--- config.mk ---
export PLATFORM = sky130hd
export DESIGN_NAME = ring_monitor
export DESIGN_NICKNAME = d
export VERILOG_FILES = /design/src/rtl/ring_pkg.sv /design/src/rtl/ring_onehot_enc.sv /design/src/rtl/ring_monitor.sv
export SDC_FILE = /design/constraint.sdc
export NUM_CORES = 1
export LEC_CHECK = 0
export ABC_CLOCK_PERIOD_IN_PS = 5000
export BUFFER_PORTS_ARGS = -buffer_cell sky130_fd_sc_hd__buf_2
export CAP_MARGIN = 25
export CORE_MARGIN = 2
export CORE_UTILIZATION = 55
export CTS_CLUSTER_SIZE = 14
export DETAILED_ROUTE_END_ITERATION = 8
export GPL_TIMING_DRIVEN = 0
export PLACE_DENSITY = 0.79
export SLEW_MARGIN = 20
export SYNTH_ARGS = -nofsm -noshare
export SYNTH_HDL_FRONTEND = slang
export SYNTH_HIERARCHICAL = 1
export SYNTH_SLANG_ARGS = --single-unit
--- constraint.sdc ---
create_clock -name clk -period 5 [get_ports clk]
set_input_delay 0.5 -clock clk [delete_from_list [all_inputs] [get_ports clk]]
set_output_delay 0.5 -clock clk [all_outputs]
set_load 0.02 [all_outputs]
--- src/rtl/ring_pkg.sv ---
// Shared types and helpers for the one-hot ring monitor.
// Helpers take a zero-extended vector so they work for any ring width up to VEC_W.
package ring_pkg;

  localparam int unsigned RING_N  = 5;
  localparam int unsigned PHASE_W = $clog2(RING_N);
  localparam int unsigned VEC_W   = 32;

  typedef enum logic [1:0] {
    ST_HUNT   = 2'd0,
    ST_CHECK  = 2'd1,
    ST_LOCKED = 2'd2
  } state_e;

  function automatic logic is_onehot(input logic [VEC_W-1:0] v);
    return (v != '0) && ((v & (v - VEC_W'(1))) == '0);
  endfunction

  // Rotate right by one within an n-bit ring: the expected next sample.
  function automatic logic [VEC_W-1:0] rot_next(input logic [VEC_W-1:0] v,
                                                input int unsigned n);
    return (v >> 1) | (VEC_W'(v[0]) << (n - 1));
  endfunction

endpackage

--- src/rtl/ring_onehot_enc.sv ---
// Combinational one-hot check and phase encoder; ring[N-1] is phase 0.
module ring_onehot_enc
  import ring_pkg::*;
#(
  parameter int unsigned N = RING_N
) (
  input  logic [N-1:0]         ring,
  output logic                 legal,
  output logic [$clog2(N)-1:0] index
);

  localparam int unsigned PW = $clog2(N);

  always_comb begin
    legal = is_onehot(VEC_W'(ring));
    index = '0;
    for (int unsigned i = 0; i < N; i++) begin
      if (ring[i]) index = PW'(N - 1 - i);
    end
  end

endmodule

--- src/rtl/ring_monitor.sv ---
// Ring counter decoder and integrity checker: tracks lock, flags lock loss
// and counts completed laps while locked.
module ring_monitor
  import ring_pkg::*;
#(
  parameter int unsigned N        = 5,
  parameter int unsigned LAP_W    = 8,
  parameter int unsigned LOCK_CNT = 2
) (
  input  logic                 clk,
  input  logic                 clear,
  input  logic                 en,
  input  logic [N-1:0]         ring,
  output logic [$clog2(N)-1:0] phase,
  output logic                 phase_valid,
  output logic                 locked,
  output logic                 err,
  output logic [LAP_W-1:0]     laps,
  output logic                 lap_tick
);

  localparam int unsigned PW = $clog2(N);
  localparam int unsigned GW = $clog2(LOCK_CNT + 1);

  state_e           r_state, w_state_nxt;
  logic [GW-1:0]    r_good, w_good_nxt;
  logic [N-1:0]     r_prev, w_prev_nxt;
  logic [PW-1:0]    r_phase, w_phase_nxt;
  logic             r_phase_valid, w_phase_valid_nxt;
  logic             r_err, w_err_nxt;
  logic [LAP_W-1:0] r_laps, w_laps_nxt;
  logic             r_lap_tick, w_lap_tick_nxt;

  logic             w_legal;
  logic [PW-1:0]    w_index;
  logic [N-1:0]     w_expected;
  logic             w_match;
  logic [GW-1:0]    w_good_inc;

  ring_onehot_enc #(.N(N)) u_enc (
    .ring  (ring),
    .legal (w_legal),
    .index (w_index)
  );

  assign w_expected = N'(rot_next(VEC_W'(r_prev), N));
  assign w_match    = w_legal && (ring == w_expected);
  assign w_good_inc = r_good + GW'(1);

  // State and output registers.
  always_ff @(posedge clk) begin
    if (clear) begin
      r_state       <= ST_HUNT;
      r_good        <= '0;
      r_prev        <= '0;
      r_phase       <= '0;
      r_phase_valid <= 1'b0;
      r_err         <= 1'b0;
      r_laps        <= '0;
      r_lap_tick    <= 1'b0;
    end else begin
      r_state       <= w_state_nxt;
      r_good        <= w_good_nxt;
      r_prev        <= w_prev_nxt;
      r_phase       <= w_phase_nxt;
      r_phase_valid <= w_phase_valid_nxt;
      r_err         <= w_err_nxt;
      r_laps        <= w_laps_nxt;
      r_lap_tick    <= w_lap_tick_nxt;
    end
  end

  // Next-state and next-output logic; pulses default low every cycle.
  always_comb begin
    w_state_nxt       = r_state;
    w_good_nxt        = r_good;
    w_prev_nxt        = r_prev;
    w_phase_nxt       = r_phase;
    w_phase_valid_nxt = r_phase_valid;
    w_err_nxt         = 1'b0;
    w_laps_nxt        = r_laps;
    w_lap_tick_nxt    = 1'b0;
    if (en) begin
      w_phase_valid_nxt = w_legal;
      if (w_legal) begin
        w_phase_nxt = w_index;
        w_prev_nxt  = ring;
      end
      case (r_state)
        ST_HUNT: begin
          if (w_legal) begin
            w_state_nxt = ST_CHECK;
            w_good_nxt  = '0;
          end
        end
        ST_CHECK: begin
          if (w_match) begin
            w_good_nxt = w_good_inc;
            if (w_good_inc == GW'(LOCK_CNT)) w_state_nxt = ST_LOCKED;
          end else if (w_legal) begin
            w_good_nxt = '0;
          end else begin
            w_state_nxt = ST_HUNT;
          end
        end
        ST_LOCKED: begin
          if (w_match) begin
            // Previous sample at the last stage means this advance wraps to phase 0.
            if (r_prev[0]) begin
              w_laps_nxt     = r_laps + LAP_W'(1);
              w_lap_tick_nxt = 1'b1;
            end
          end else begin
            w_err_nxt   = 1'b1;
            w_good_nxt  = '0;
            w_state_nxt = w_legal ? ST_CHECK : ST_HUNT;
          end
        end
        default: w_state_nxt = ST_HUNT;
      endcase
    end
  end

  assign phase       = r_phase;
  assign phase_valid = r_phase_valid;
  assign locked      = (r_state == ST_LOCKED);
  assign err         = r_err;
  assign laps        = r_laps;
  assign lap_tick    = r_lap_tick;

endmodule
# After elaboration in Yosys (flattened, before gate mapping)
# Cells that the tools add are included.
# W data, S select, Z words.
# totals
output_inout_bits,15
inputBits,8
word_cells,54
reg_bits,23
# op_classes
n_mux,18
n_eq_ne,8
addsub,3
reduce_logical,12
n_bitwise,5
# ops
operator,count
$and A5 B32 Y32,1
$logic_not A32 Y1,1
$mux W2,8
$mux W3,5
$pmux W2 S3,2
$add A8 B1 Y8 const B,1
$ne A3 B3 Y1 const B,2
$sub A5 B1 Y6 const B,1
$eq A5 B5 Y1,1
$or A4 B5 Y5,1
$reduce_and A5 Y1,1
$reduce_bool A5 Y1,1
$eq A2 B2 Y1 const B,2
$ne A2 B2 Y1 const B,2
$reduce_and A4 Y1,1
$reduce_or A4 Y1,1
$mux W1,3
$not A1 Y1,3
$reduce_and A3 Y1,1
$reduce_bool A3 Y1,1
$reduce_or A3 Y1,1
$add A2 B1 Y2 const B,1
$eq A2 B1 Y1 const B,1
$logic_and A1 B1 Y1,2
2 further kinds,2

# Logic depth before layout (Yosys ltp)
# Gate-level depths: netlist of the first run.
# depth
word_depth,7
ltp_mapped,9
ltp_nobuf,8

# Modules after synthesis
# Netlist of the first run, hierarchy kept.
# modules_own_cells
module,area_per_inst_um2,cells_each,n_inst,seq_area_each_um2
ring_monitor,1103.6,128,1,460.4
ring_onehot_enc,91.3,15,1,0.0

# Worst setup path after synthesis of the first run
# Ideal clock, no wire load.
# synth_timing
path_type,input-to-reg
from,in ring[4]
to,reg r_laps[7] (netlist: laps[7])
cell_stages,9
setup_time_ns,0.070
arrival_time_ns,2.291
path_slack_ns,2.638
required_time_ns,4.930
path_buffers,1
cell_sequence,xor2_1 > mux2i_1 > o31ai_2 > buf_2 > nand2_1 > nor2_1 > nand4_2 > or4_1 > a21oi_1
# synth_between
elab_chain_len,6
word_cells_on_any_way,8
classes_between,1 x add/sub; 1 x eq/ne; 1 x bitwise; 5 x reduce/logical
# synth_rtl
element,line_no,source
from (decl),ring_monitor.sv:13,"input logic [N-1:0] ring,"
$sub A5 B1 Y6,ring_pkg.sv:16,return (v != '0) && ((v & (v - VEC_W'(1))) == '0);
$and A5 B32 Y32,ring_pkg.sv:16,
$logic_not A32 Y1,ring_pkg.sv:16,
$logic_and A1 B1 Y1 *,ring_pkg.sv:16,
via w_legal,ring_monitor.sv:34,logic w_legal;
$logic_and A1 B1 Y1 *,ring_monitor.sv:47,assign w_match = w_legal && (ring == w_expected);
$reduce_and A4 Y1 (no line) *,-,
to (signal assigned),ring_monitor.sv:68,r_laps <= w_laps_nxt;
to (decl),ring_monitor.sv:31,"logic [LAP_W-1:0] r_laps, w_laps_nxt;"
# Mark *: on every way through the listed nets, which the timed path passes. The rest lies on a longest branch.
# A chain may end at the register's enable or synchronous reset.

# Worst setup path in the final report of the first run
# Same ends and word-level chain as after synthesis.

==> impl_metrics.env, run 1 <==
export IMPL_syn_nets=157
export IMPL_dr_total_vias=1052
export IMPL_synth_cell_type_count=36
export IMPL_reg2reg_from="r_state[0]$_SDFFE_PP0P_"
export IMPL_end_kind="flip-flop"
export IMPL_crit_slowest_cell="or4_1"
export IMPL_drt_pass1_iter_count=4
export IMPL_run_status="finished clean"
export IMPL_synthCells=143
export IMPL_yosys_warnings=6
export IMPL_hp_class="flip-flop to flip-flop"
export IMPL_post_route_drc_count=0
export IMPL_path_buf_inv=2
export IMPL_worstPathRequired_ns=5.25
export IMPL_multi_input_area_um2=692
export IMPL_worst_setup_path_start_kind="primary input"
export IMPL_core_area_um2=2000
export IMPL_final_cell_mix="buf_2 (23), nand2_1 (23), dfxtp_1 (23), a21oi_1 (15), nor2_1 (10)"
export IMPL_syn_avg_cell_area_um2=8.36
export IMPL_layout_min_cycle_time_ns=2.65
export IMPL_fillers=178
export IMPL_drive_gt1_share_pct=20.7
export IMPL_maxSlewHeadroom_pct=65.7
export IMPL_critPathLaunch="ring[4]"
export IMPL_seqPwrFrac_pct=60.3
export IMPL_utilization_pct=68.3
export IMPL_die_h_um=50.6
export IMPL_clkSinkCount=23
export IMPL_finalSetupTns_ns=0
export IMPL_grt_busiest_layer="met2"
export IMPL_htreeDepth=1
export IMPL_antenna_found_initial=0
export IMPL_regToRegSetupSlack_ns=2.91
export IMPL_cts_tree="built"
export IMPL_nets=184
export IMPL_clk_pin_slew_ns=0.13
export IMPL_swShare_pct=26.4
export IMPL_pin_count=23
export IMPL_cpLargestDelayFamily="simple AND/OR/NAND/NOR gates"
export IMPL_critPathArrivalTime_ns=2.90
export IMPL_row_count=16
export IMPL_powerDensity_nw_per_um2=228
export IMPL_grt_pass1_wl_um=4170
export IMPL_cts_hold_buf=0
export IMPL_rsz0062_at_grt="false"
export IMPL_portBuffers=22
export IMPL_worstSetupPathType="primary input to flip-flop"
export IMPL_timing_rr_end="laps[7]$_SDFFE_PP0P_"
export IMPL_p_leak_uw=0.000599
export IMPL_fin_crit_sh_pct=53.1
export IMPL_critPathCapture="laps[7]$_SDFFE_PP0P_"
export IMPL_synth_edff_count=0
export IMPL_diodes=0
export IMPL_grt_max_degree=14
export IMPL_wl_um=2410
export IMPL_globalplace_congestion=0.772
export IMPL_vdd_drop_max_v=0.000122
export IMPL_fin_worst_skew_ns=0.00328
export IMPL_synth_ff_type="dfxtp_1"
export IMPL_p_sw_uw=82.3
export IMPL_dieArea_um2=2560
export IMPL_path_depth=10
export IMPL_crit_fanout=10
export IMPL_async_flop_share_pct=0
export IMPL_clkPwrFrac_pct=28.0
export IMPL_finalSetupViolations=0
export IMPL_combPwrFrac_pct=11.7
export IMPL_met1_usage_pct=25.8
export IMPL_slew_violations=0
export IMPL_regArea_um2=460
export IMPL_initial_core_util_pct=59.7
export IMPL_grt_pass1_vias=998
export IMPL_hpwl_um=1790
export IMPL_cts_setup_buffers=0
export IMPL_wire_per_inst_um=12.3
export IMPL_fmax_mhz=377
export IMPL_drtIter0Drc=26
export IMPL_worstSkewPairLatency_ns=0.31
export IMPL_cp_cell_sequence="buf_2 > xor2_1 > mux2i_1 > o31ai_2 > buf_2 > nand2_1 > nor2_1 > nand4_2 > or4_1 > a21oi_1"
export IMPL_grtUsageMet2_pct=37.9
export IMPL_path_common_cell="buf_2"
export IMPL_cts_buffers=3
export IMPL_r2r_cells=7
export IMPL_fin_area_um2=1370
export IMPL_dpl_cell_area_um2=1340
export IMPL_maxCapViolCount=0
export IMPL_synth_seq_cells=23
export IMPL_worst_slew_pin_slew_ns=0.510
export IMPL_grt_overflow_total=0
export IMPL_grt_util_all_layers_pct=21.4
export IMPL_p_int_uw=229
export IMPL_finalHoldViolCount=0
export IMPL_met3_usage_pct=2.98
export IMPL_root_buffer="clkbuf_4"
export IMPL_viasPerCell=5.37
export IMPL_worst_path_largest_cell_delay_ns=0.53
export IMPL_ant_nets=0
export IMPL_ys_seq_area_share_pct=38.5
export IMPL_syn2layout_area_growth_pct=14.3
export IMPL_min_path_cells=2
export IMPL_syn_area_um2=1190
export IMPL_cts_resized_gates=0
export IMPL_clockBufferDepth=2
export IMPL_die_w_um=50.6
==> worst min-delay path by stage <==
stage | start | endpoint | slack (ns)
finish | phase[0]$_SDFFE_PP0P_ | phase[0]$_SDFFE_PP0P_ | 0.46
global route | en | err$_SDFF_PP0_ | 0.48
global placement | r_good[1]$_SDFFE_PP0P_ | r_good[1]$_SDFFE_PP0P_ | 0.44
detailed placement | phase[0]$_SDFFE_PP0P_ | phase[0]$_SDFFE_PP0P_ | 0.45
CTS | en | err$_SDFF_PP0_ | 0.46
floorplan | r_good[1]$_SDFFE_PP0P_ | r_good[1]$_SDFFE_PP0P_ | 0.43
==> state kept, by name, summed over array words and instances (netlist names) <==
register     cells
r_good           2
laps             8
err              1
lap_tick         1
r_prev           5
phase            3
r_state          2
phase_valid      1
==> cells in the mapped netlist (3+ instances only) <==
| library cell | count | area, µm² |
|---|---|---|
| mux2i_1 | 3 | 30.0 |
| nand4_1 | 3 | 18.8 |
| ha_1 | 6 | 75.1 |
| clkbuf_1 | 3 | 11.3 |
| nand3_1 | 5 | 25.0 |
| nand2_1 | 23 | 86.3 |
| dfxtp_1 | 23 | 460 |
| inv_1 | 7 | 26.3 |
| nor2_1 | 10 | 37.5 |
| xor2_1 | 8 | 70.1 |
| nor3_1 | 5 | 25.0 |
| a21oi_1 | 15 | 75.1 |
==> power by group through the flow <==
stage	combinational, µW	clock [µW]	sequential (µW)
after floorplan	23.1	0	192
after global placement	35.2	0	192
after detailed placement	36.4	0	192
after CTS	36.4	89.5	188
after global routing	41.0	95.0	188
final	36.4	87.3	188
==> per-stage QoR <==
step	hold WS, ns	cells	total power, µW	worst slack [ns]
2_1_floorplan	0.426	143	215	2.64
3_3_place_gp	0.436	192	227	2.18
3_5_place_dp	0.447	192	228	2.04
4_1_cts	0.459	196	314	2.38
5_1_grt	0.484	196	324	2.16
6_report	0.463	196	311	2.35
==> cell type report <==
cell class / count / area share (%)
Sequential cell: 23 / 33.7
Inverter: 7 / 1.92
Clock inverter: 1 / 0.366
Clock buffer: 3 / 1.65
Buffer: 4 / 1.19
Timing Repair Buffer: 22 / 8.06
Multi-Input combinational cell: 109 / 50.6
Tap cell: 27 / 2.47
==> worst min-delay path, stage by stage (launching register included) <==
cell and delay (ns):
dfxtp_1 0.33, nand2_1 0.05, a21oi_1 0.05
==> cells by family (layout without fill, tap and decap cells) <==
logic type      count (synthesis)  count (layout)  share of synthesized area, %
xor+xnor                       10              10                          7.33
fa+ha+maj                       6               6                          6.28
buf+inv                        11              37                          3.56
compound gates                 28              28                          14.7
simple gates                   62              62                          27.1
flops                          23              23                          38.5
mux                             3               3                          2.51
==> per-layer routing <==
metal / up-vias / part of all wire (%)
li1: 544 / -
met1: 489 / 46
met2: 15 / 50
met3: 4 / 2.7
met4: 0 / 1.2
met5: - / 0
Power figures use the tool's default switching activity.
==> run 2: changes to the inputs <==
--- a/config.mk
+++ b/config.mk
@@ -5,15 +5,15 @@
 export SDC_FILE = /design/constraint.sdc
 export NUM_CORES = 1
 export LEC_CHECK = 0
-export ABC_CLOCK_PERIOD_IN_PS = 5000
+export ABC_CLOCK_PERIOD_IN_PS = 2400
 export BUFFER_PORTS_ARGS = -buffer_cell sky130_fd_sc_hd__buf_2
 export CAP_MARGIN = 25
 export CORE_MARGIN = 2
-export CORE_UTILIZATION = 55
+export CORE_UTILIZATION = 48
 export CTS_CLUSTER_SIZE = 14
 export DETAILED_ROUTE_END_ITERATION = 8
 export GPL_TIMING_DRIVEN = 0
-export PLACE_DENSITY = 0.79
+export PLACE_DENSITY = 0.74
 export SLEW_MARGIN = 20
 export SYNTH_ARGS = -nofsm -noshare
 export SYNTH_HDL_FRONTEND = slang
==> constraint.sdc (replaced) <==
create_clock -name clk -period 2.4 [get_ports clk]
set_input_delay 0.24 -clock clk [delete_from_list [all_inputs] [get_ports clk]]
set_output_delay 0.24 -clock clk [all_outputs]
set_load 0.02 [all_outputs]
==> impl_metrics.env, run 2 (same netlist as run 1, synthesis figures left out) <==
export IMPL_run_status="finished clean"
export IMPL_worst_slew_pin_slew_ns=0.502
export IMPL_swShare_pct=26.5
export IMPL_layout_min_cycle_time_ns=2.22
export IMPL_fmax_mhz=450
export IMPL_wire_per_inst_um=12.5
export IMPL_worstSkewPairLatency_ns=0.31
export IMPL_finalSetupViolations=0
export IMPL_core_area_um2=2410
export IMPL_whs_ns=0.220
export IMPL_syn2layout_area_growth_pct=14.9
export IMPL_clockBufferDepth=2
export IMPL_pin_count=23
export IMPL_drtIter0Drc=15
export IMPL_clkPwrFrac_pct=27.9
export IMPL_nets=184
export IMPL_drt_pass1_iter_count=5
export IMPL_die_w_um=53.9
export IMPL_hpwl_um=1870
export IMPL_dieArea_um2=2900
export IMPL_end_kind="flip-flop"
export IMPL_diodes=0
export IMPL_fin_crit_sh_pct=92.7
export IMPL_grt_util_all_layers_pct=19.3
export IMPL_finalWorstSetupSlack_ns=0.176
export IMPL_initial_core_util_pct=49.6
export IMPL_grt_pass1_vias=973
export IMPL_maxSlewHeadroom_pct=66.2
export IMPL_slew_violations=0
export IMPL_row_count=18
export IMPL_p_leak_uw=0.000599
export IMPL_rsz0062_at_grt="false"
export IMPL_grt_pass1_wl_um=4100
export IMPL_globalplace_congestion=0.844
export IMPL_largest_register_ffs=8
export IMPL_root_buffer="clkbuf_4"
export IMPL_finalHoldViolCount=0
export IMPL_dr_total_vias=1084
export IMPL_crit_fanout=10
export IMPL_cts_hold_buf=0
export IMPL_die_h_um=53.9
export IMPL_maxCapViolCount=0
export IMPL_p_sw_uw=172
export IMPL_critPathArrivalTime_ns=2.47
export IMPL_fillers=231
export IMPL_final_cell_mix="buf_2 (23), nand2_1 (23), dfxtp_1 (23), a21oi_1 (15), nor2_1 (9)"
export IMPL_place_ws_ns=-0.227
export IMPL_post_route_drc_count=0
export IMPL_cts_tree="built"
export IMPL_combPwrFrac_pct=11.8
export IMPL_grt_max_degree=14
export IMPL_placed_cells=195
export IMPL_seqPwrFrac_pct=60.3
export IMPL_viasPerCell=5.45
export IMPL_portBuffers=22
export IMPL_cts_setup_buffers=0
export IMPL_clkSinkCount=23
export IMPL_worst_setup_path_start_kind="primary input"
export IMPL_htreeDepth=1
export IMPL_p_int_uw=477
export IMPL_worstSetupPathType="primary input to flip-flop"
export IMPL_fin_cells=199
export IMPL_vdd_drop_max_v=0.000393
export IMPL_cts_resized_gates=0
export IMPL_drive_gt1_share_pct=21.3
export IMPL_wl_um=2480
export IMPL_worstPathRequired_ns=2.65
export IMPL_clk_pin_slew_ns=0.13
export IMPL_antenna_found_initial=0
export IMPL_powerDensity_nw_per_um2=473
export IMPL_fin_worst_skew_ns=0.00693
export IMPL_ant_nets=0
export IMPL_grt_overflow_total=0
export IMPL_cts_buffers=3
export IMPL_hp_class="primary input to flip-flop"
[run 2: cell count changes in the layout (fill, tap and decap cells not counted)]
cell and change:
nor2_1 -1, nor2_2 +1
[run 2: critical path: stages]
cell,delay (ns)
buf_2,0.19
xor2_1,0.16
mux2i_1,0.09
o31ai_2,0.17
buf_2,0.21
nand2_1,0.24
nor2_2,0.29
nand4_2,0.18
or4_1,0.54
a21oi_1,0.15
[run 2: routing by layer]
metal / wire length, µm / up-vias / global-route usage [%]
met5: 0 / - / 0
met4: 34 / 0 / 8.12
met3: 133 / 4 / 3.33
met2: 1240 / 35 / 32.3
met1: 1070 / 504 / 24.2
li1: - / 541 / -
[run 2: cell type report]
type                       instances  area (µm²)  share of cell area, %
buffer                             4        16.3                   1.19
clock buffer                       3        22.5                   1.64
clock inverter                     1        5.00                  0.365
inverter                           7        26.3                   1.91
multi-input combinational        109         694                   50.6
sequential                        23         460                   33.5
tap                               30        37.5                   2.73
timing repair buffer              22         110                   8.02
[run 2: worst paths after layout]
check	startpoint	endpoint	slack [ns]	cells after the start
setup / recovery	ring[4]	laps[7]$_SDFFE_PP0P_	0.18	10
hold / removal	en	err$_SDFF_PP0_	0.22	3
hold reg to reg	phase[1]$_SDFFE_PP0P_	phase[1]$_SDFFE_PP0P_	0.46	2
setup reg to reg	r_prev[3]$_SDFFE_PP0P_	laps[7]$_SDFFE_PP0P_	0.39	5
[run 2: through the flow]
stage | total power [µW] | util (%) | area [µm²] | TNS, ns
finish | 649 | 57.0 | 1370 | 0
global route | 681 | 57.0 | 1370 | 0
CTS | 651 | 56.9 | 1370 | 0
detailed placement | 476 | 55.7 | 1340 | -0.547
global placement | 473 | 55.7 | 1340 | -0.449
floorplan | 448 | - | 1190 | 0
[run 2: power by group through the flow]
stage	logic, µW	clock network, µW	registers (µW)
floorplan	48.2	0	400
global placement	73.7	0	399
detailed placement	75.8	0	400
CTS	76.1	184	391
global route	85.9	203	392
finish	76.6	181	391
==> run 3: changes to the inputs <==
--- a/config.mk
+++ b/config.mk
@@ -5,17 +5,16 @@
 export SDC_FILE = /design/constraint.sdc
 export NUM_CORES = 1
 export LEC_CHECK = 0
-export ABC_CLOCK_PERIOD_IN_PS = 2400
+export ABC_CLOCK_PERIOD_IN_PS = 2050
 export BUFFER_PORTS_ARGS = -buffer_cell sky130_fd_sc_hd__buf_2
 export CAP_MARGIN = 25
 export CORE_MARGIN = 2
-export CORE_UTILIZATION = 48
+export CORE_UTILIZATION = 53
 export CTS_CLUSTER_SIZE = 14
 export DETAILED_ROUTE_END_ITERATION = 8
 export GPL_TIMING_DRIVEN = 0
-export PLACE_DENSITY = 0.74
+export PLACE_DENSITY = 0.77
 export SLEW_MARGIN = 20
 export SYNTH_ARGS = -nofsm -noshare
 export SYNTH_HDL_FRONTEND = slang
-export SYNTH_HIERARCHICAL = 1
 export SYNTH_SLANG_ARGS = --single-unit
==> constraint.sdc (replaced) <==
create_clock -name clk -period 2.05 [get_ports clk]
set_input_delay 0.205 -clock clk [delete_from_list [all_inputs] [get_ports clk]]
set_output_delay 0.205 -clock clk [all_outputs]
set_load 0.02 [all_outputs]
==> impl_metrics.env, run 3 <==
export IMPL_crit_fanout=9
export IMPL_initial_core_util_pct=57.1
export IMPL_grt_pass1_wl_um=3930
export IMPL_synth_xor_area_share_pct=9.96
export IMPL_post_route_drc_count=0
export IMPL_synth_top_area_share_pct=40.3
export IMPL_cts_hold_buf=0
export IMPL_antenna_found_initial=0
export IMPL_synth_common_cells="dfxtp_1 (23), nand2_1 (20), nor2_1 (15)"
export IMPL_fin_area_um2=1320
export IMPL_synth_cell_type_count=27
export IMPL_yosysTopAreaCell="dfxtp_1"
export IMPL_grt_max_degree=13
export IMPL_fillers=191
export IMPL_nets=174
export IMPL_drtIter0Drc=14
export IMPL_powerDensity_nw_per_um2=569
export IMPL_vdd_drop_max_v=0.000421
export IMPL_p_leak_uw=0.000544
export IMPL_dpl_cell_area_um2=1280
export IMPL_synth_ff_type="dfxtp_1"
export IMPL_finalHoldViolCount=0
export IMPL_worstSkewPairLatency_ns=0.30
export IMPL_drt_pass1_iter_count=4
export IMPL_worstSetupPathType="flip-flop to flip-flop"
export IMPL_grt_overflow_total=0
export IMPL_fmax_mhz=542
export IMPL_final_cell_mix="dfxtp_1 (23), buf_2 (21), nand2_1 (20), nor2_1 (15), a21oi_1 (13)"
export IMPL_htreeDepth=1
export IMPL_fin_worst_skew_ns=0.00292
export IMPL_drive_gt1_share_pct=18.2
export IMPL_syn_nets=147
export IMPL_synth_most_common_cell="dfxtp_1"
export IMPL_wl_um=2280
export IMPL_finalSetupTns_ns=0
export IMPL_portBuffers=21
export IMPL_regArea_um2=460
export IMPL_syn_area_um2=1140
export IMPL_yosys_area_share_simple_pct=22.8
export IMPL_root_buffer="clkbuf_4"
export IMPL_worst_slew_pin_slew_ns=0.543
export IMPL_synth_edff_count=0
export IMPL_dieArea_um2=2550
export IMPL_synthCells=133
export IMPL_worstPathRequired_ns=2.24
export IMPL_synthMuxAreaShare_pct=2.74
export IMPL_grt_util_all_layers_pct=20.2
export IMPL_synth_seq_cells=23
export IMPL_maxCapViolCount=0
export IMPL_pin_count=23
export IMPL_end_kind="flip-flop"
export IMPL_largest_register_ffs=8
export IMPL_dr_total_vias=991
export IMPL_critPathArrivalTime_ns=2.03
export IMPL_clk_pin_slew_ns=0.12
export IMPL_layout_min_cycle_time_ns=1.85
export IMPL_grt_pass1_vias=945
export IMPL_fin_crit_sh_pct=90.1
export IMPL_maxSlewHeadroom_pct=63.8
export IMPL_slew_violations=0
export IMPL_cts_buffers=3
export IMPL_clkSinkCount=23
export IMPL_cts_resized_gates=0
export IMPL_synth_top_family_by_area="simple AND/OR/NAND/NOR gates"
export IMPL_die_w_um=50.5
export IMPL_mostFrequentLayoutCell="dfxtp_1"
export IMPL_syn2layout_area_growth_pct=15.1
export IMPL_cts_setup_buffers=0
export IMPL_diodes=0
export IMPL_cts_tree="built"
export IMPL_rsz0062_at_grt="false"
export IMPL_yosys_top_cells_area="dfxtp_1 (40%), ha_1 (6.6%), nand2_1 (6.6%)"
export IMPL_syn_avg_cell_area_um2=8.60
export IMPL_die_h_um=50.5
export IMPL_synth_compound_area_share_pct=14.8
export IMPL_run_status="finished clean"
export IMPL_clockBufferDepth=2
export IMPL_viasPerCell=5.33
export IMPL_globalplace_congestion=0.811
export IMPL_ant_nets=0
export IMPL_async_flop_share_pct=0
export IMPL_ys_seq_area_share_pct=40.3
export IMPL_wire_per_inst_um=12.3
export IMPL_synth_adder_area_share_pct=6.56
export IMPL_multi_input_area_um2=649
export IMPL_yosys_warnings=0
export IMPL_finalSetupViolations=0
export IMPL_hpwl_um=1740
export IMPL_row_count=16
export IMPL_worst_setup_path_start_kind="flip-flop"
export IMPL_core_area_um2=2000
export IMPL_hp_class="primary input to flip-flop"
[run 3: area by class of cell]
| type | instances | share of cell area, % |
|---|---|---|
| Buffer | 3 | 0.856 |
| Clock buffer | 4 | 2.00 |
| Inverter | 6 | 1.71 |
| Multi-Input combinational cell | 101 | 49.3 |
| Sequential cell | 23 | 35.0 |
| Tap cell | 27 | 2.57 |
| Timing Repair Buffer | 22 | 8.56 |
[run 3: path summary, 6_finish.rpt]
| kind | endpoint | depth (start not counted) | slack [ns] | start |
|---|---|---|---|---|
| hold / removal | err$_SDFF_PP0_ | 3 | 0.16 | en |
| hold reg to reg | phase[1]$_SDFFE_PP0P_ | 2 | 0.47 | phase[1]$_SDFFE_PP0P_ |
| setup / recovery | laps[3]$_SDFFE_PP0P_ | 8 | 0.20 | r_state[0]$_SDFFE_PP0P_ |
| setup reg to reg | laps[3]$_SDFFE_PP0P_ | 8 | 0.20 | r_state[0]$_SDFFE_PP0P_ |
[run 3: metal layers]
layer / up-vias / part of all wire (%) / global-route usage, %
met5: - / 0 / 0
met4: 0 / 0.57 / 5.86
met3: 2 / 4.3 / 3.87
met2: 28 / 52 / 36.4
met1: 454 / 43 / 24.2
li1: 507 / - / -
[run 3: power breakdown]
group	total, µW	internal, µW	switching [µW]
combinational	89.0	32.6	56.3
sequential	459	454	4.70
clock	202	75.8	126
total	749	562	187
[run 3: metrics by stage]
| step | cells | hold slack [ns] | util (%) | total power (µW) | worst slack [ns] |
|---|---|---|---|---|---|
| 2_1_floorplan | 133 | 0.331 | - | 528 | 0.264 |
| 3_3_place_gp | 181 | 0.437 | 64.1 | 554 | 0.135 |
| 3_5_place_dp | 181 | 0.454 | 64.1 | 558 | 0.0982 |
| 4_1_cts | 185 | 0.157 | 65.4 | 757 | 0.139 |
| 5_1_grt | 186 | 0.169 | 65.8 | 785 | 0.0210 |
| 6_report | 186 | 0.163 | 65.8 | 749 | 0.203 |
[run 3: critical path, stage by stage (launching register included)]
cell and delay, ns:
dfxtp_1 0.35, inv_1 0.10, ha_1 0.28, nand3_1 0.16, a2111oi_4 0.28, buf_4 0.21
nand4_1 0.13, xor2_1 0.16, nor2_1 0.05
[run 3: kinds of logic (layout without fill, tap and decap cells)]
logic type | Yosys count | in the layout
AO/OA/AOI/OAI | 23 | 23
XOR/XNOR | 13 | 13
adder cells (fa/ha/maj) | 6 | 6
buffers and inverters | 9 | 35
flip-flops | 23 | 23
multiplexers | 3 | 3
AND/OR/NAND/NOR | 56 | 56
